### src/rtl/puf_majority_voter.sv
// Majority voter over repeated PUF evaluations of one challenge.
// Produces a per-bit majority response and a per-bit unanimity mask, with a watchdog on the PUF.
module puf_majority_voter #(
  parameter int IN_WIDTH    = 128,
  parameter int OUT_WIDTH   = 16,
  parameter int NUM_SAMPLES = 15,
  parameter int TIMEOUT     = 255
) (
  input  logic                 clk,
  input  logic                 reset,
  input  logic                 start,
  input  logic [IN_WIDTH-1:0]  challengeIn,
  output logic                 pufTrigger,
  output logic [IN_WIDTH-1:0]  pufChallenge,
  input  logic                 pufDone,
  input  logic [OUT_WIDTH-1:0] pufResponse,
  output logic                 busy,
  output logic                 done,
  output logic                 error,
  output logic [OUT_WIDTH-1:0] responseOut,
  output logic [OUT_WIDTH-1:0] stableMask
);

  // Handshake: start is a request taken only in IDLE (ignored otherwise); pufTrigger is a
  // one-cycle request to the PUF, answered by a one-cycle pufDone with pufResponse valid
  // alongside it. There is no backpressure; pufDone outside WAIT is dropped.
  typedef enum logic [1:0] {IDLE, TRIG, WAIT, FINISH} state_t;

  localparam logic [4:0] LAST_IDX = 5'(NUM_SAMPLES - 1);
  localparam logic [4:0] HALF     = 5'(NUM_SAMPLES / 2);
  localparam logic [4:0] FULL     = 5'(NUM_SAMPLES);
  localparam logic [7:0] WD_LIMIT = 8'(TIMEOUT);

  state_t                r_state, w_next;
  logic [4:0]            r_idx;
  logic [7:0]            r_wd;
  logic [4:0]            r_cnt [OUT_WIDTH];
  logic [4:0]            w_cnt_next [OUT_WIDTH];
  logic [OUT_WIDTH-1:0]  w_resp, w_stable;
  logic                  w_sample, w_timeout;
  logic                  r_trig, r_busy, r_done, r_error;
  logic [IN_WIDTH-1:0]   r_chal;
  logic [OUT_WIDTH-1:0]  r_resp, r_mask;

  assign w_sample  = (r_state == WAIT) && pufDone;
  assign w_timeout = (r_state == WAIT) && !pufDone && (r_wd == WD_LIMIT);

  always_comb begin
    w_next = r_state;
    case (r_state)
      IDLE:    if (start) w_next = TRIG;
      TRIG:    w_next = WAIT;
      WAIT: begin
        if (pufDone)        w_next = (r_idx == LAST_IDX) ? FINISH : TRIG;
        else if (w_timeout) w_next = FINISH;
      end
      FINISH:  w_next = IDLE;
      default: w_next = IDLE;
    endcase
  end

  // Results are taken from the post-update counters so they appear together with done.
  always_comb begin
    w_resp   = '0;
    w_stable = '0;
    for (int i = 0; i < OUT_WIDTH; i++) begin
      w_cnt_next[i] = w_sample ? r_cnt[i] + {4'b0, pufResponse[i]} : r_cnt[i];
      w_resp[i]     = (w_cnt_next[i] > HALF);
      w_stable[i]   = (w_cnt_next[i] == 5'd0) || (w_cnt_next[i] == FULL);
    end
  end

  always_ff @(posedge clk) begin
    if (reset) begin
      r_state <= IDLE;
      r_idx   <= '0;
      r_wd    <= '0;
      r_trig  <= 1'b0;
      r_busy  <= 1'b0;
      r_done  <= 1'b0;
      r_error <= 1'b0;
      r_chal  <= '0;
      r_resp  <= '0;
      r_mask  <= '0;
      for (int i = 0; i < OUT_WIDTH; i++) r_cnt[i] <= '0;
    end else begin
      r_state <= w_next;
      r_trig  <= (w_next == TRIG);
      r_busy  <= (w_next != IDLE);
      r_done  <= (w_next == FINISH);
      case (r_state)
        IDLE: begin
          if (start) begin
            r_chal  <= challengeIn;
            r_idx   <= '0;
            r_wd    <= '0;
            r_error <= 1'b0;
            for (int i = 0; i < OUT_WIDTH; i++) r_cnt[i] <= '0;
          end
        end
        TRIG: r_wd <= '0;
        WAIT: begin
          r_wd <= r_wd + 8'd1;
          if (w_sample) begin
            r_idx <= r_idx + 5'd1;
            for (int i = 0; i < OUT_WIDTH; i++) r_cnt[i] <= w_cnt_next[i];
            if (w_next == FINISH) begin
              r_resp <= w_resp;
              r_mask <= w_stable;
            end
          end else if (w_timeout) begin
            r_error <= 1'b1;
            r_resp  <= '0;
            r_mask  <= '0;
          end
        end
        default: ;
      endcase
    end
  end

  assign pufTrigger   = r_trig;
  assign pufChallenge = r_chal;
  assign busy         = r_busy;
  assign done         = r_done;
  assign error        = r_error;
  assign responseOut  = r_resp;
  assign stableMask   = r_mask;

endmodule

### config.mk
export PLATFORM = sky130hd
export DESIGN_NAME = puf_majority_voter
export DESIGN_NICKNAME = d
export VERILOG_FILES = /design/src/rtl/puf_majority_voter.sv
export SDC_FILE = /design/constraint.sdc
export NUM_CORES = 1
export LEC_CHECK = 0
export ABC_AREA = 1
export CORE_MARGIN = 4
export CORE_UTILIZATION = 49
export DETAILED_ROUTE_END_ITERATION = 10
export GPL_TIMING_DRIVEN = 0
export PLACE_DENSITY = 0.77
export SLEW_MARGIN = 0
export SYNTH_ARGS = -nofsm -noshare
export SYNTH_HDL_FRONTEND = slang
export SYNTH_SLANG_ARGS = --single-unit
### constraint.sdc
create_clock -name clk -period 2.8 [get_ports clk]
set_input_delay 0.28 -clock clk [delete_from_list [all_inputs] [get_ports clk]]
set_output_delay 0.28 -clock clk [all_outputs]
set_load 0.01 [all_outputs]
## After elaboration in Yosys (flattened, before gate mapping)

Memory sizes are Yosys's and may differ from the RTL's.
Cells that the tools add are included.

- Bits in registers: 179
- Logic and storage cells: 228
- Output and inout bits: 164
- RAM bits: 80
- Input port bits: 148
- Memories kept: 1

Memory list:

| name | depth | width | rd ports | clocked after Yosys merged registers in | wr ports | line | RTL |
|---|---|---|---|---|---|---|---|
| r_cnt | 16 | 5 | 16 | 0 | 16 | 37 | `logic [4:0] r_cnt [OUT_WIDTH];` |

- Bitwise operators: 32
- Magnitude comparators: 16
- Mux-type cells: 77
- $add $sub $neg: 18
- Reductions and logical operators: 46
- Equal/unequal tests: 28

Operators by type and width:

| cell | number |
|---|---|
| $mux 5 | 50 |
| $eq 5x4->1 const B | 17 |
| $add 5x1->5 | 16 |
| $gt 5x3->1 const B | 16 |
| $logic_not 5->1 | 16 |
| $mux 16 | 5 |
| $or 1x1->1 | 32 |
| $pmux 8 s3 | 1 |
| $logic_or 1x1->1 | 16 |
| $mux 1 | 13 |
| $pmux 5 s2 | 1 |
| $add 8x1->8 const B | 1 |
| $eq 8x8->1 const B | 1 |
| $mux 2 | 4 |
| $mux 8 | 1 |
| $ne 2x2->1 const B | 4 |
| $pmux 2 s4 | 1 |
| $eq 2x2->1 const B | 3 |
| $reduce_and 3->1 | 2 |
| $reduce_bool 2->1 | 3 |
| $add 5x1->5 const B | 1 |
| $eq 2x1->1 const B | 2 |
| $reduce_and 2->1 | 2 |
| $reduce_and 4->1 | 1 |
| other kinds (6) | 8 |

## Depth between registers and ports, before layout

- Word-level depth: 9
- Mapped depth: 13
- Mapped depth without buffers: 13

## Worst setup path before layout

OpenSTA, ideal clock, no wires.

- Path kind: input-to-reg
- Start point: in reset
- End point: mem r_cnt[2][0], in the netlist r_cnt[0][10], enable pin
- Slack: 0.735 ns
- Stages on the path: 4
- Arrival: 1.567 ns
- Required time: 2.302 ns
- Cells stage by stage: inv_1 clkbuf_1 clkbuf_1 nand2_1

RTL lines:

| item | line | RTL |
|---|---|---|
| from (decl) | 10 | `input logic reset,` |
| to (decl) | 37 |  |

==> reports/results.ini <==
[power_and_ir_drop]
internal-power_mw = 7.46
pwr-share-comb_pct = 16.4
powerDensity_nw_per_um2 = 612
p_sw_share_pct = 25.9
pwr-share-seq_pct = 42.7
ir_worst_vdd_v = 0.000407
power.switching_mw = 2.60
clkPwrFrac_pct = 40.9
p_leak_nw = 6.82

[synth]
yosysTopAreaCell = dfxtp_1
syn-cell-area_sq_um = 11900
ys_seq_elements = 259
synth_edf_count = 75
seq_area_frac_synth_pct = 50.1
async_reset_ff_share_pct = 0
yosys-top-cells-count = nor2_1, nand2_1, dfxtp_1, o21ai_0, inv_1
ys.flop_type = dfxtp_1
synthesis.nets = 1751
syn_avg_cell_area_sq_um = 7.56
synthTopCellsByArea = dfxtp_1, edfxtp_1, nor2_1
synth_cell_types = 32
synth_top_area_share_pct = 31.1
yosys.cell_count.top_type = nor2_1
synth_warnings = 0
syn_inst = 1568

[clock_tree]
clk_latency_ps = 540
clockBufferDepth = 3
holdBufCountCts = 0
cts-root-buf = clkbuf_16
numCtsBuffers = 28
cts_max_level = 1
clkTransAtPathRegs_ps = 60
clkSinkCount = 259
tritoncts = yes

[sta]
final_hold_viol_count = 0
fin_hold_ws_ps = 364
relSlewSlack_pct = 53.4
rsz0062_at_grt = no
setup_viol = 0
clock.fmax_mhz = 415
fin_crit_ps = 2410
finClkSkew_ps = 8.88
slew_violations = 0
finalCritPeriodShare_pct = 86.1
tightest_slew_ps = 700
tns_ps = 0

[worst_setup_path]
startpoint = reset
critPathLaunchType = input port
critPathRequiredTime_ps = 2960
r2r-end = stableMask[0]
endpoint = r_cnt[0][32]
end_kind = flop
r2r-start = r_idx[0]
crit_type = in2reg
r2r_setup_slack_ps = 730
worst-r2r-cell-count = 9
arrival_ps = 2580
worstPathMaxFanout = 35

[routing]
drt_iter0_drc = 905
wl_microns = 37900
viasPerCell = 5.09
ant_nets = 0
wire_per_inst_microns = 16.9
firstDrtPassIters = 6
drc = 0
vias = 11443

[floorplan]
ios = 312
start_util_pct = 50.2
die-area_sq_um = 26700
die_w_microns = 164
fp.coreArea_sq_um = 23600
die_h_microns = 164
rows = 56

[global_routing]
grt_first_pass_wirelength_microns = 58000
grtUsageTotal_pct = 27.5
grt_pass1_vias = 11154
grt_max_degree = 36
gr-total-overflow = 0
grt_antenna_before_repair = 1

[placement]
numPortBuffers = 311
hpwl_microns = 28300
place.gp.congestion = 0.923

[layout]
nets = 2092
drive_gt1_share_pct = 5.65
antenna_cells = 0
syn_to_final_growth_pct = 38.8

[run_status]
outcome = finished clean

[flow_run]
cap_violations = 0

[worst_hold_path]
min_from = challengeIn[92]
hold_class = in2reg

==> cells by family after synthesis <==
family | Yosys count | share of synthesized area, %
XOR/XNOR | 20 | 1.48
AO/OA/AOI/OAI | 229 | 9.84
flip-flops | 259 | 50.1
buffers and inverters | 195 | 6.97
AND/OR/NAND/NOR | 830 | 28.0
adder cells (fa/ha/maj) | 35 | 3.69
==> worst min path at each step <==
stage / endpoint / depth (start not counted)
after CTS: pufChallenge[63] / 3
final: pufChallenge[92] / 3
after floorplan: pufChallenge[0] / 2
after global placement: responseOut[7] / 2
after detailed placement: responseOut[3] / 2
after global routing: pufChallenge[55] / 3
==> through the flow <==
step	total power [mW]	worst slack (ps)	utilization, %	cell area, sq um	std cells
after floorplan	5.15	735	-	11900	1568
after global placement	5.98	-996	65.1	15400	2198
after detailed placement	6.01	-755	65.1	15400	2198
after CTS	10.1	149	69.6	16400	2249
after global routing	10.5	181	69.7	16400	2249
final	10.1	389	69.7	16400	2249
==> timing repair <==
action | in CTS | in global routing
endpoints found under the hold margin | 0 | 0
gates resized for setup | 1 | 2
buffers inserted | 0 | 0
setup endpoints to repair | 30 | 35
==> cell type report <==
class,instances,area [sq um]
buffer,78,387
fill,1934,7160
sequential,259,5940
clock inverter,9,106
multi-input combinational,1114,5110
tap,319,399
inverter,117,439
clock buffer,42,961
timing repair buffer,311,3110
==> worst max-delay path: stages <==
cell,delay (ps)
clkdlybuf4s50_1,450
inv_1,310
clkbuf_1,500
clkbuf_1,560
nand2_4,450
==> cell usage in the layout, fill, tap and decap left out, drive strengths merged, types with 5 or more instances in the layout <==
cell,synthesis,routed
a21oi,50,50
buf,43,43
clkbuf,35,77
clkdlybuf4s50,0,311
dfxtp,184,184
edfxtp,75,75
ha,35,35
inv,117,120
nand2,332,332
nand3,80,80
nand4,12,12
nor2,392,392
nor3,5,5
o21ai,171,171
or2,5,5
xnor2,8,8
xor2,12,12
==> metal layers <==
metal | vias to the layer above | GRT usage, % | wire length, microns
li1 | 5706 | - | -
met1 | 5222 | 30.2 | 14000
met2 | 421 | 50.1 | 19100
met3 | 94 | 8.00 | 3320
met4 | 0 | 10.1 | 1540
met5 | - | 0 | 0
==> power by group through the flow <==
stage	Clock (mW)	Sequential, mW	Combinational (mW)
after global routing	4.32	4.33	1.82
final	4.12	4.30	1.65
after global placement	0	4.36	1.61
after detailed placement	0	4.38	1.64
after CTS	4.15	4.30	1.65
after floorplan	0	4.44	0.716
==> registers in the layout, indices dropped and copies added (netlist names) <==
register      cells
error             1
r_idx             5
done              1
r_state           2
pufTrigger        1
pufChallenge    128
responseOut      16
r_cnt            80
stableMask       16
r_wd              8
busy              1
(Power assumes the default switching activity.)
